<file path="config.mk">
export PLATFORM = sky130hd
export DESIGN_NAME = rxecrcchk_flat
export DESIGN_NICKNAME = d
export VERILOG_FILES = /design/src/rtl/rxe_pkg.sv /design/src/rtl/rxecrcchk_if.sv /design/src/rtl/crc32_nibble.sv /design/src/rtl/rxecrcchk.sv /design/src/flat_wrapper.sv
export SDC_FILE = /design/constraint.sdc
export NUM_CORES = 1
export LEC_CHECK = 0
export ABC_AREA = 1
export BUFFER_PORTS_ARGS = -buffer_cell sky130_fd_sc_hd__buf_2
export CAP_MARGIN = 10
export CORE_MARGIN = 2
export CORE_UTILIZATION = 35
export DETAILED_ROUTE_END_ITERATION = 10
export GPL_TIMING_DRIVEN = 0
export PLACE_DENSITY = 0.51
export SYNTH_ARGS = -nofsm -noshare
export SYNTH_HDL_FRONTEND = slang
export SYNTH_SLANG_ARGS = --single-unit
</file>
<file path="constraint.sdc">
create_clock -name i_clk -period 2.6 [get_ports i_clk]
set_input_delay 0.52 -clock i_clk [delete_from_list [all_inputs] [get_ports i_clk]]
set_output_delay 0.52 -clock i_clk [all_outputs]
set_load 0.05 [all_outputs]
</file>
<file path="src/rtl/rxe_pkg.sv">
`default_nettype none
// ============================================================================
// Module      : rxe_pkg
// Description : Shared CRC-32 constants and receive-checker state encoding.
// Revision    : 1.0  initial release
// ============================================================================
package rxe_pkg;

    localparam logic [31:0] CRC32_POLY    = 32'hedb88320;
    localparam logic [31:0] CRC32_INIT    = 32'hffffffff;
    localparam logic [31:0] CRC32_RESIDUE = 32'hdebb20e3;
    localparam logic [11:0] CNT_MAX       = 12'hfff;

    typedef enum logic [1:0] {
        IDLE  = 2'd0,
        RUN   = 2'd1,
        DRAIN = 2'd2
    } state_t;

endpackage
`default_nettype wire

</file>
<file path="src/rtl/rxecrcchk_if.sv">
`default_nettype none
// ============================================================================
// Module      : rxecrcchk_if
// Description : Nibble-stream bundle between the FCS checker and its neighbours.
// Revision    : 1.0  initial release
// ============================================================================
interface rxecrcchk_if;

    logic       i_en;
    logic       i_cancel;
    logic       i_v;
    logic [3:0] i_d;
    logic       o_v;
    logic [3:0] o_d;
    logic       o_err;

    modport master (
        output i_en, i_cancel, i_v, i_d,
        input  o_v, o_d, o_err
    );

    modport slave (
        input  i_en, i_cancel, i_v, i_d,
        output o_v, o_d, o_err
    );

endinterface
`default_nettype wire

</file>
<file path="src/rtl/crc32_nibble.sv">
`default_nettype none
// ============================================================================
// Module      : crc32_nibble
// Description : Combinational reflected CRC-32 step over one nibble, d[0] first.
// Revision    : 1.0  initial release
// ============================================================================
module crc32_nibble
    import rxe_pkg::*;
#(
    parameter logic [31:0] POLY = CRC32_POLY
) (
    input  logic [31:0] crc,
    input  logic [3:0]  d,
    output logic [31:0] crc_next
);

    logic [31:0] w_c;

    always_comb begin
        w_c = crc;
        for (int b = 0; b < 4; b++) begin
            if (w_c[0] ^ d[b]) begin
                w_c = (w_c >> 1) ^ POLY;
            end else begin
                w_c = w_c >> 1;
            end
        end
        crc_next = w_c;
    end

endmodule
`default_nettype wire

</file>
<file path="src/rtl/rxecrcchk.sv">
`default_nettype none
// ============================================================================
// Module      : rxecrcchk
// Description : Receive-path Ethernet FCS checker on an MII nibble stream.
//               Define RXECRC_STRIP_EN to build the 8-nibble FCS strip line.
// Revision    : 1.0  initial release
// ============================================================================
module rxecrcchk
    import rxe_pkg::*;
#(
    parameter logic [31:0] POLY = CRC32_POLY
) (
    input  logic       i_clk,
    input  logic       i_reset,
    input  logic       i_ce,
    rxecrcchk_if.slave bus
);

    state_t      r_state;
    logic [31:0] r_crc;
    logic [11:0] r_cnt;
    logic        r_bypass;
    logic        r_ov;
    logic [3:0]  r_od;
    logic        r_err;

    logic [31:0] w_crc_in;
    logic [31:0] w_crc_next;
    logic [11:0] w_cnt_inc;
    logic        w_bad;

`ifdef RXECRC_STRIP_EN
    logic [3:0]  r_dly [0:7];
    logic [3:0]  r_occ;
`endif

    // A frame's first nibble folds into the init value, so one stepper serves both cases.
    assign w_crc_in  = (r_state == IDLE) ? CRC32_INIT : r_crc;
    assign w_cnt_inc = (r_cnt == CNT_MAX) ? r_cnt : r_cnt + 12'd1;
    assign w_bad     = (r_crc != CRC32_RESIDUE) || (r_cnt < 12'd8) || r_cnt[0];

    crc32_nibble #(
        .POLY     (POLY)
    ) u_crc (
        .crc      (w_crc_in),
        .d        (bus.i_d),
        .crc_next (w_crc_next)
    );

    always_ff @(posedge i_clk) begin
        if (i_reset) begin
            r_state  <= IDLE;
            r_crc    <= CRC32_INIT;
            r_cnt    <= 12'd0;
            r_bypass <= 1'b0;
            r_ov     <= 1'b0;
            r_od     <= 4'd0;
            r_err    <= 1'b0;
`ifdef RXECRC_STRIP_EN
            r_occ    <= 4'd0;
            for (int i = 0; i < 8; i++) begin
                r_dly[i] <= 4'd0;
            end
`endif
        end else if (i_ce) begin
            if (bus.i_cancel && bus.i_v) begin
                r_state <= DRAIN;
                r_err   <= 1'b1;
                r_ov    <= 1'b0;
`ifdef RXECRC_STRIP_EN
                r_occ   <= 4'd0;
`endif
            end else begin
                case (r_state)
                    IDLE: begin
                        r_ov <= 1'b0;
                        if (bus.i_v) begin
                            r_state  <= RUN;
                            r_crc    <= w_crc_next;
                            r_cnt    <= 12'd1;
                            r_err    <= 1'b0;
                            r_bypass <= ~bus.i_en;
`ifdef RXECRC_STRIP_EN
                            r_occ    <= 4'd1;
                            r_dly[0] <= bus.i_d;
                            if (!bus.i_en) begin
                                r_ov <= 1'b1;
                                r_od <= bus.i_d;
                            end
`else
                            r_ov     <= 1'b1;
                            r_od     <= bus.i_d;
`endif
                        end
                    end
                    RUN: begin
                        if (bus.i_v) begin
                            r_crc <= w_crc_next;
                            r_cnt <= w_cnt_inc;
`ifdef RXECRC_STRIP_EN
                            for (int i = 7; i > 0; i--) begin
                                r_dly[i] <= r_dly[i-1];
                            end
                            r_dly[0] <= bus.i_d;
                            if (r_occ != 4'd8) begin
                                r_occ <= r_occ + 4'd1;
                            end
                            if (r_bypass) begin
                                r_ov <= 1'b1;
                                r_od <= bus.i_d;
                            end else if (r_occ == 4'd8) begin
                                r_ov <= 1'b1;
                                r_od <= r_dly[7];
                            end else begin
                                r_ov <= 1'b0;
                            end
`else
                            r_ov  <= 1'b1;
                            r_od  <= bus.i_d;
`endif
                        end else begin
                            // Frame end: the eight retained nibbles are the FCS and are dropped.
                            r_state <= IDLE;
                            r_ov    <= 1'b0;
                            r_err   <= bus.i_cancel || (!r_bypass && w_bad);
                        end
                    end
                    DRAIN: begin
                        r_ov <= 1'b0;
                        if (!bus.i_v) begin
                            r_state <= IDLE;
                        end
                    end
                    default: begin
                        r_state <= IDLE;
                        r_ov    <= 1'b0;
                    end
                endcase
            end
        end
    end

    assign bus.o_v   = r_ov;
    assign bus.o_d   = r_od;
    assign bus.o_err = r_err;

endmodule
`default_nettype wire

</file>
<file path="src/flat_wrapper.sv">
// flat-port wrapper written by rule: the top's interface ports become plain ports
module rxecrcchk_flat import rxe_pkg::*;
#(
    parameter logic [31:0] POLY = CRC32_POLY
)
  (i_clk, i_reset, i_ce, bus_i_en, bus_i_cancel, bus_i_v, bus_i_d, bus_o_v, bus_o_d, bus_o_err);
  rxecrcchk_if bus_i ();
  input  logic i_clk;
  input  logic i_reset;
  input  logic i_ce;
  input wire logic [$bits(bus_i.i_en)-1:0] bus_i_en;
  input wire logic [$bits(bus_i.i_cancel)-1:0] bus_i_cancel;
  input wire logic [$bits(bus_i.i_v)-1:0] bus_i_v;
  input wire logic [$bits(bus_i.i_d)-1:0] bus_i_d;
  output wire logic [$bits(bus_i.o_v)-1:0] bus_o_v;
  output wire logic [$bits(bus_i.o_d)-1:0] bus_o_d;
  output wire logic [$bits(bus_i.o_err)-1:0] bus_o_err;
  assign bus_i.i_en = bus_i_en;
  assign bus_i.i_cancel = bus_i_cancel;
  assign bus_i.i_v = bus_i_v;
  assign bus_i.i_d = bus_i_d;
  assign bus_o_v = bus_i.o_v;
  assign bus_o_d = bus_i.o_d;
  assign bus_o_err = bus_i.o_err;
  rxecrcchk #(.POLY(POLY)) u_core (.i_clk(i_clk), .i_reset(i_reset), .i_ce(i_ce), .bus(bus_i));
endmodule
</file>
==> results of run 1 <==
power by group:
group	switching (mW)	leakage, nW	total (mW)	internal, mW
combinational	0.225	0.922	0.331	0.107
clock	0.305	0.0574	0.619	0.314
sequential	0.0272	0.433	0.877	0.850
total	0.557	1.41	1.83	1.27
routing by layer:
metal	wire (um)	GRT usage (%)
met1	3940	27.0
met5	0	0
met4	114	6.90
met2	3570	29.4
met3	431	2.58
cells in the final DEF (no fill, tap or decap), types with 2 or more instances in the layout:
cell type,count
xnor2_4,2
nand4_1,3
nor2_2,2
inv_1,43
nand2_4,2
dfxtp_1,53
buf_2,21
o21ai_1,12
o21ai_2,2
inv_4,2
nor3_1,4
clkbuf_8,6
xnor2_1,6
buf_4,3
o211ai_1,11
xor2_1,7
o21ai_0,27
inv_2,5
nand2_2,4
nand2_1,99
ha_1,3
a21oi_1,50
nor2_1,58
nand3_1,21
clkbuf_1,8
sequential cells by signal, indices dropped and copies added, names as in the netlist:
| signal | cells |
|---|---|
| u_core.bus.o_d | 4 |
| u_core.r_crc | 32 |
| u_core.r_bypass | 1 |
| u_core.r_cnt | 12 |
| u_core.r_state | 2 |
| u_core.bus.o_err | 1 |
| u_core.bus.o_v | 1 |
layout make-up:
type                            instances  area, sq um  share of cell area [%]
Multi-Input combinational cell        321         1620                    49.2
Inverter                               50          193                    5.84
Clock buffer                            6         82.6                    2.50
Tap cell                              105          131                    3.98
Sequential cell                        53         1060                    32.2
Clock inverter                          2         37.5                    1.14
Timing Repair Buffer                   15         75.1                    2.28
Buffer                                 18         93.8                    2.85
kinds of logic (layout without fill, tap and decap cells):
group | Yosys count | after routing | share of synthesized area (%)
DFF | 53 | 53 | 35.7
AOI/OAI and AO/OA | 103 | 103 | 18.6
buffers and inverters | 68 | 91 | 9.64
xor gates and xnor gates | 15 | 15 | 5.68
adders and majority gates | 3 | 3 | 1.26
and+or+nand+nor | 200 | 200 | 29.1
worst max-delay path, stage by stage (launching register included):
cell	delay (ns)
dfxtp_1	0.35
inv_1	0.06
ha_1	0.20
buf_6	0.15
inv_4	0.12
nand3_1	0.10
nand2_2	0.24
inv_2	0.10
nand2_1	0.09
nand2_2	0.14
a21oi_1	0.17
o21ai_0	0.09
nand2_1	0.07
how the worst max path moves through the flow:
stage / start / end / slack (ns) / depth (start not counted)
6_report: u_core.r_state[0] / u_core.r_crc[23] / 0.65 / 12
3_5_place_dp: u_core.r_state[0] / u_core.r_crc[23] / 0.70 / 12
5_1_grt: u_core.r_state[0] / u_core.r_crc[20] / 0.42 / 12
4_1_cts: u_core.r_state[0] / u_core.r_crc[23] / 0.64 / 12
3_3_place_gp: u_core.r_state[0] / u_core.r_crc[26] / 0.70 / 11
2_1_floorplan: u_core.r_state[0] / u_core.r_crc[19] / 0.98 / 15
==> impl_metrics.tcl, run 1 <==
set metrics [dict create \
    outcome "completed" \
    peakVddDrop_mv 0.206 \
    vias 2816 \
    finalHoldViolations 0 \
    min_delay_worst_endpoint "u_core.r_bypass" \
    min_period_ns 1.95 \
    n_fill_cell 903 \
    cts_resized 0 \
    utilization_pct 40.1 \
    grt_pass1_vias 2559 \
    syn_avg_cell_area_sq_um 6.72 \
    detail_route.wl_per_cell_um 14.1 \
    post_dp_cell_area_sq_mm 0.00318 \
    setup_ws_ns 0.652 \
    synth_nets 455 \
    cts_max_level 2 \
    yosys_warnings 0 \
    fmax_mhz 513 \
    final_nets 477 \
    cts_hold_buf 0 \
    endpoint_kind "flip-flop" \
    worst-setup-path-type "flip-flop to flip-flop" \
    drive_gt1_share_pct 12.0 \
    synth_cells 442 \
    dp_hpwl_mm 5.91 \
    synth_cell_types 33 \
    routabilityCongestion 0.831 \
    antenna_found_initial 0 \
    r2r-end "u_core.r_crc[23]" \
    root_buffer "clkbuf_8" \
    post_cts_buffers 0 \
    area_growth_pct 11.0 \
    pre_cts_slack_ns 0.696 \
    r2r_cells 12 \
    core-area_sq_mm 0.00822 \
    antenna_left 0 \
    hold_path_class "primary input to flip-flop" \
    yosysSeqAreaShare_pct 35.7 \
    insertion_delay_ns 0.32 \
    required_ns 2.87 \
    yosysTopAreaCellShare_pct 35.7 \
    drtPass1Iterations 4 \
    worst_slew_pin_slew_ns 0.609 \
    power.total_mw 1.83 \
    grt-ovfl-total 0 \
    synth_commonest_cells "99 x nand2_1, 58 x nor2_1, 53 x dfxtp_1" \
    io_pins 16 \
    grt_max_degree 17 \
    drc_errors 0 \
    synthTopCellsByArea "dfxtp_1 36%, nand2_1 13%, a21oi_1 8.4%" \
    gr-usage-all-layers_pct 19.1 \
    max-cap-violations 0 \
    drt-total-wl_mm 8.05 \
    die_h_um 96.1 \
    final_max_slew_viol_count 0 \
    async_flop_share_pct 0 \
    dieArea_sq_mm 0.00924 \
    finClkSkew_ns 0.0123 \
    diodes 0 \
    hp-start "bus_i_en" \
    ys.flop_type "dfxtp_1" \
    yosys.area.top_type "dfxtp_1" \
    cts_tree "done" \
    vias_per_cell 4.94 \
    cts_buffers 5 \
    synth_edf_count 0 \
    clock_path_buffers 2 \
    synth_area_sq_mm 0.00297 \
    cp_max_fo 10 \
    clkSinkCount 53 \
    synth_seq_cells 53 \
    setup_violations 0 \
    r2r_slack_ns 0.65 \
    dp_cells 562 \
    holdPathStages 2 \
    p_per_area_mw_per_mm2 554 \
    final_area_sq_mm 0.00330 \
    reg2reg_from "u_core.r_state[0]" \
    worst_hold_slack_ns 0.360 \
    io_buffer_count 15 \
    cp-start-kind "flip-flop" \
    initial_utilization_pct 36.2 \
    fin_crit_sh_pct 74.9 \
    p_leak_nw 1.41 \
    rsz0062_at_grt "false" \
    finalSetupTns_ns 0 \
    instances_no_fill 570 \
    rows 33 \
    clk_pin_slew_ns 0.11 \
    yosysMostFrequentCell "nand2_1" \
    die_w_um 96.1 \
    drt-initial-drc-count 136 \
    slew_headroom_pct 59.4 \
    grt_pass1_wl_mm 13.3 \
    arrival_ns 2.22 \
]
Power figures use the tool's default switching activity.
==> inputs of run 2 (changes only) <==
==> constraint.sdc (replaced) <==
create_clock -name i_clk -period 2 [get_ports i_clk]
set_input_delay 0.4 -clock i_clk [delete_from_list [all_inputs] [get_ports i_clk]]
set_output_delay 0.4 -clock i_clk [all_outputs]
set_load 0.05 [all_outputs]
==> run 2 against run 1 <==
  * First-iteration DRC count is 6.6% lower
  * Die area unchanged
  * Largest power group unchanged
  * Highest routed layer unchanged
  * Clock power increased by 30%
  * Power increased by 31%
  * Largest cell class unchanged
  * Sequential cell count is the same
  * Via count grew 0.67%
  * Global-route usage unchanged
  * Critical path depth unchanged
  * Count of clock-buffer cells in the layout did not move
==> impl_metrics.tcl, run 2 (synthesis results as in run 1) <==
set metrics [dict create \
    detail_route.wl_per_cell_um 14.1 \
    critPathSlowestCell "dfxtp_1" \
    cts_hold_buf 0 \
    cts_tree "done" \
    drive_gt1_share_pct 13.6 \
    routabilityCongestion 0.831 \
    final_common_cell "nand2_1" \
    utilization_pct 41.0 \
    die_h_um 96.1 \
    grt_pass1_wl_mm 13.3 \
    largest_register "u_core.r_crc" \
    worst_hold_slack_ns 0.240 \
    gr-usage-all-layers_pct 19.1 \
    cp_cell_sequence "inv_1, ha_1, buf_6, inv_4, nand3_1, nand2_2, buf_6, nand2_1, nand2_4, a21oi_1, o21ai_0, nand2_1" \
    cts_max_level 2 \
    outcome "completed" \
    io_pins 16 \
    finalSetupTns_ns 0 \
    seqCellArea_sq_mm 0.00106 \
    grt_max_degree 17 \
    final_nets 482 \
    crit_cells 12 \
    root_buffer "clkbuf_8" \
    crit_buf_inv 4 \
    grt_pass1_vias 2559 \
    required_ns 2.22 \
    clock_path_buffers 2 \
    initial_utilization_pct 36.2 \
    p_leak_nw 1.45 \
    peakVddDrop_mv 0.268 \
    max-cap-violations 0 \
    cts_buffers 5 \
    holdPathStages 2 \
    drtPass1Iterations 4 \
    rows 33 \
    diodes 0 \
    endpoint_kind "flip-flop" \
    multi_input_area_sq_mm 0.00164 \
    finClkSkew_ns 0.0114 \
    setup_violations 0 \
    n_fill_cell 897 \
    antenna_left 0 \
    antenna_found_initial 0 \
    path_delay_family "simple AND/OR/NAND/NOR gates" \
    p_per_area_mw_per_mm2 712 \
    most-common-layout-cells "98 x nand2_1, 58 x nor2_1, 53 x dfxtp_1, 50 x a21oi_1, 43 x inv_1" \
    slew_headroom_pct 60.5 \
    cp_max_fo 10 \
    fin_crit_sh_pct 92.1 \
    clkSinkCount 53 \
    area_growth_pct 13.3 \
    min_period_ns 1.84 \
    worst-setup-path-type "flip-flop to flip-flop" \
    r2r_cells 12 \
    arrival_ns 2.06 \
    drt-initial-drc-count 127 \
    dieArea_sq_mm 0.00924 \
    finalHoldViolations 0 \
    grt-ovfl-total 0 \
    fmax_mhz 543 \
    vias 2835 \
    insertion_delay_ns 0.32 \
    dp_hpwl_mm 5.91 \
    clk_pin_slew_ns 0.11 \
    vias_per_cell 4.93 \
    core-area_sq_mm 0.00822 \
    largest_register_ff_count 32 \
    hold_path_class "primary input to flip-flop" \
    drc_errors 0 \
    drt-total-wl_mm 8.08 \
    final_max_slew_viol_count 0 \
    io_buffer_count 15 \
    die_w_um 96.1 \
    worst_slew_pin_slew_ns 0.593 \
    critPathMaxStageDelay_ns 0.35 \
    cp-start-kind "flip-flop" \
]
run 2: changes by cell type in the layout (fill, tap and decap cells not counted), sizes merged:
cell	before	now
clkbuf	14	13
buf	25	31
run 2: what timing repair did:
item / 4_1_cts / 5_1_grt
gates resized for setup: 0 / 10
buffers inserted: 0 / 5
endpoints found under the setup margin: 0 / 12
run 2: final cells by class:
class / count / area share (%)
Clock inverter: 2 / 1.11
Timing Repair Buffer: 20 / 3.72
Clock buffer: 6 / 2.45
Buffer: 18 / 2.97
Inverter: 50 / 5.72
Tap cell: 105 / 3.90
Multi-Input combinational cell: 321 / 48.6
Sequential cell: 53 / 31.5
run 2: final timing paths:
| kind | endpoint | slack, ns | startpoint |
|---|---|---|---|
| setup / recovery | u_core.r_crc[23] | 0.16 | u_core.r_state[0] |
| hold / removal | u_core.r_bypass | 0.24 | bus_i_en |
| setup reg to reg | u_core.r_crc[23] | 0.16 | u_core.r_state[0] |
| hold reg to reg | u_core.r_state[1] | 0.47 | u_core.r_state[1] |
run 2: where the power goes:
group          total, mW  switching (mW)  leakage [nW]  internal [mW]
registers           1.14          0.0356         0.433           1.10
clock network      0.803           0.395        0.0574          0.408
logic              0.452           0.298         0.960          0.155
total               2.40           0.729          1.45           1.67
run 2: stage by stage:
stage,area [sq um],worst slack [ns],power (mW),cells
global route,3370,-0.0129,2.51,575
CTS,3300,0.0403,2.40,570
finish,3370,0.157,2.40,575
floorplan,2970,0.380,1.48,442
detailed placement,3180,0.0965,1.60,562
global placement,3180,0.0980,1.60,562
run 2: per-layer routing:
| metal | vias to the layer above | GRT usage [%] | share of wire [%] |
|---|---|---|---|
| met3 | 15 | 2.58 | 3.4 |
| li1 | 1490 | - | - |
| met4 | 0 | 6.90 | 2.3 |
| met2 | 47 | 29.4 | 44 |
| met5 | - | 0 | 0 |
| met1 | 1283 | 27.0 | 50 |
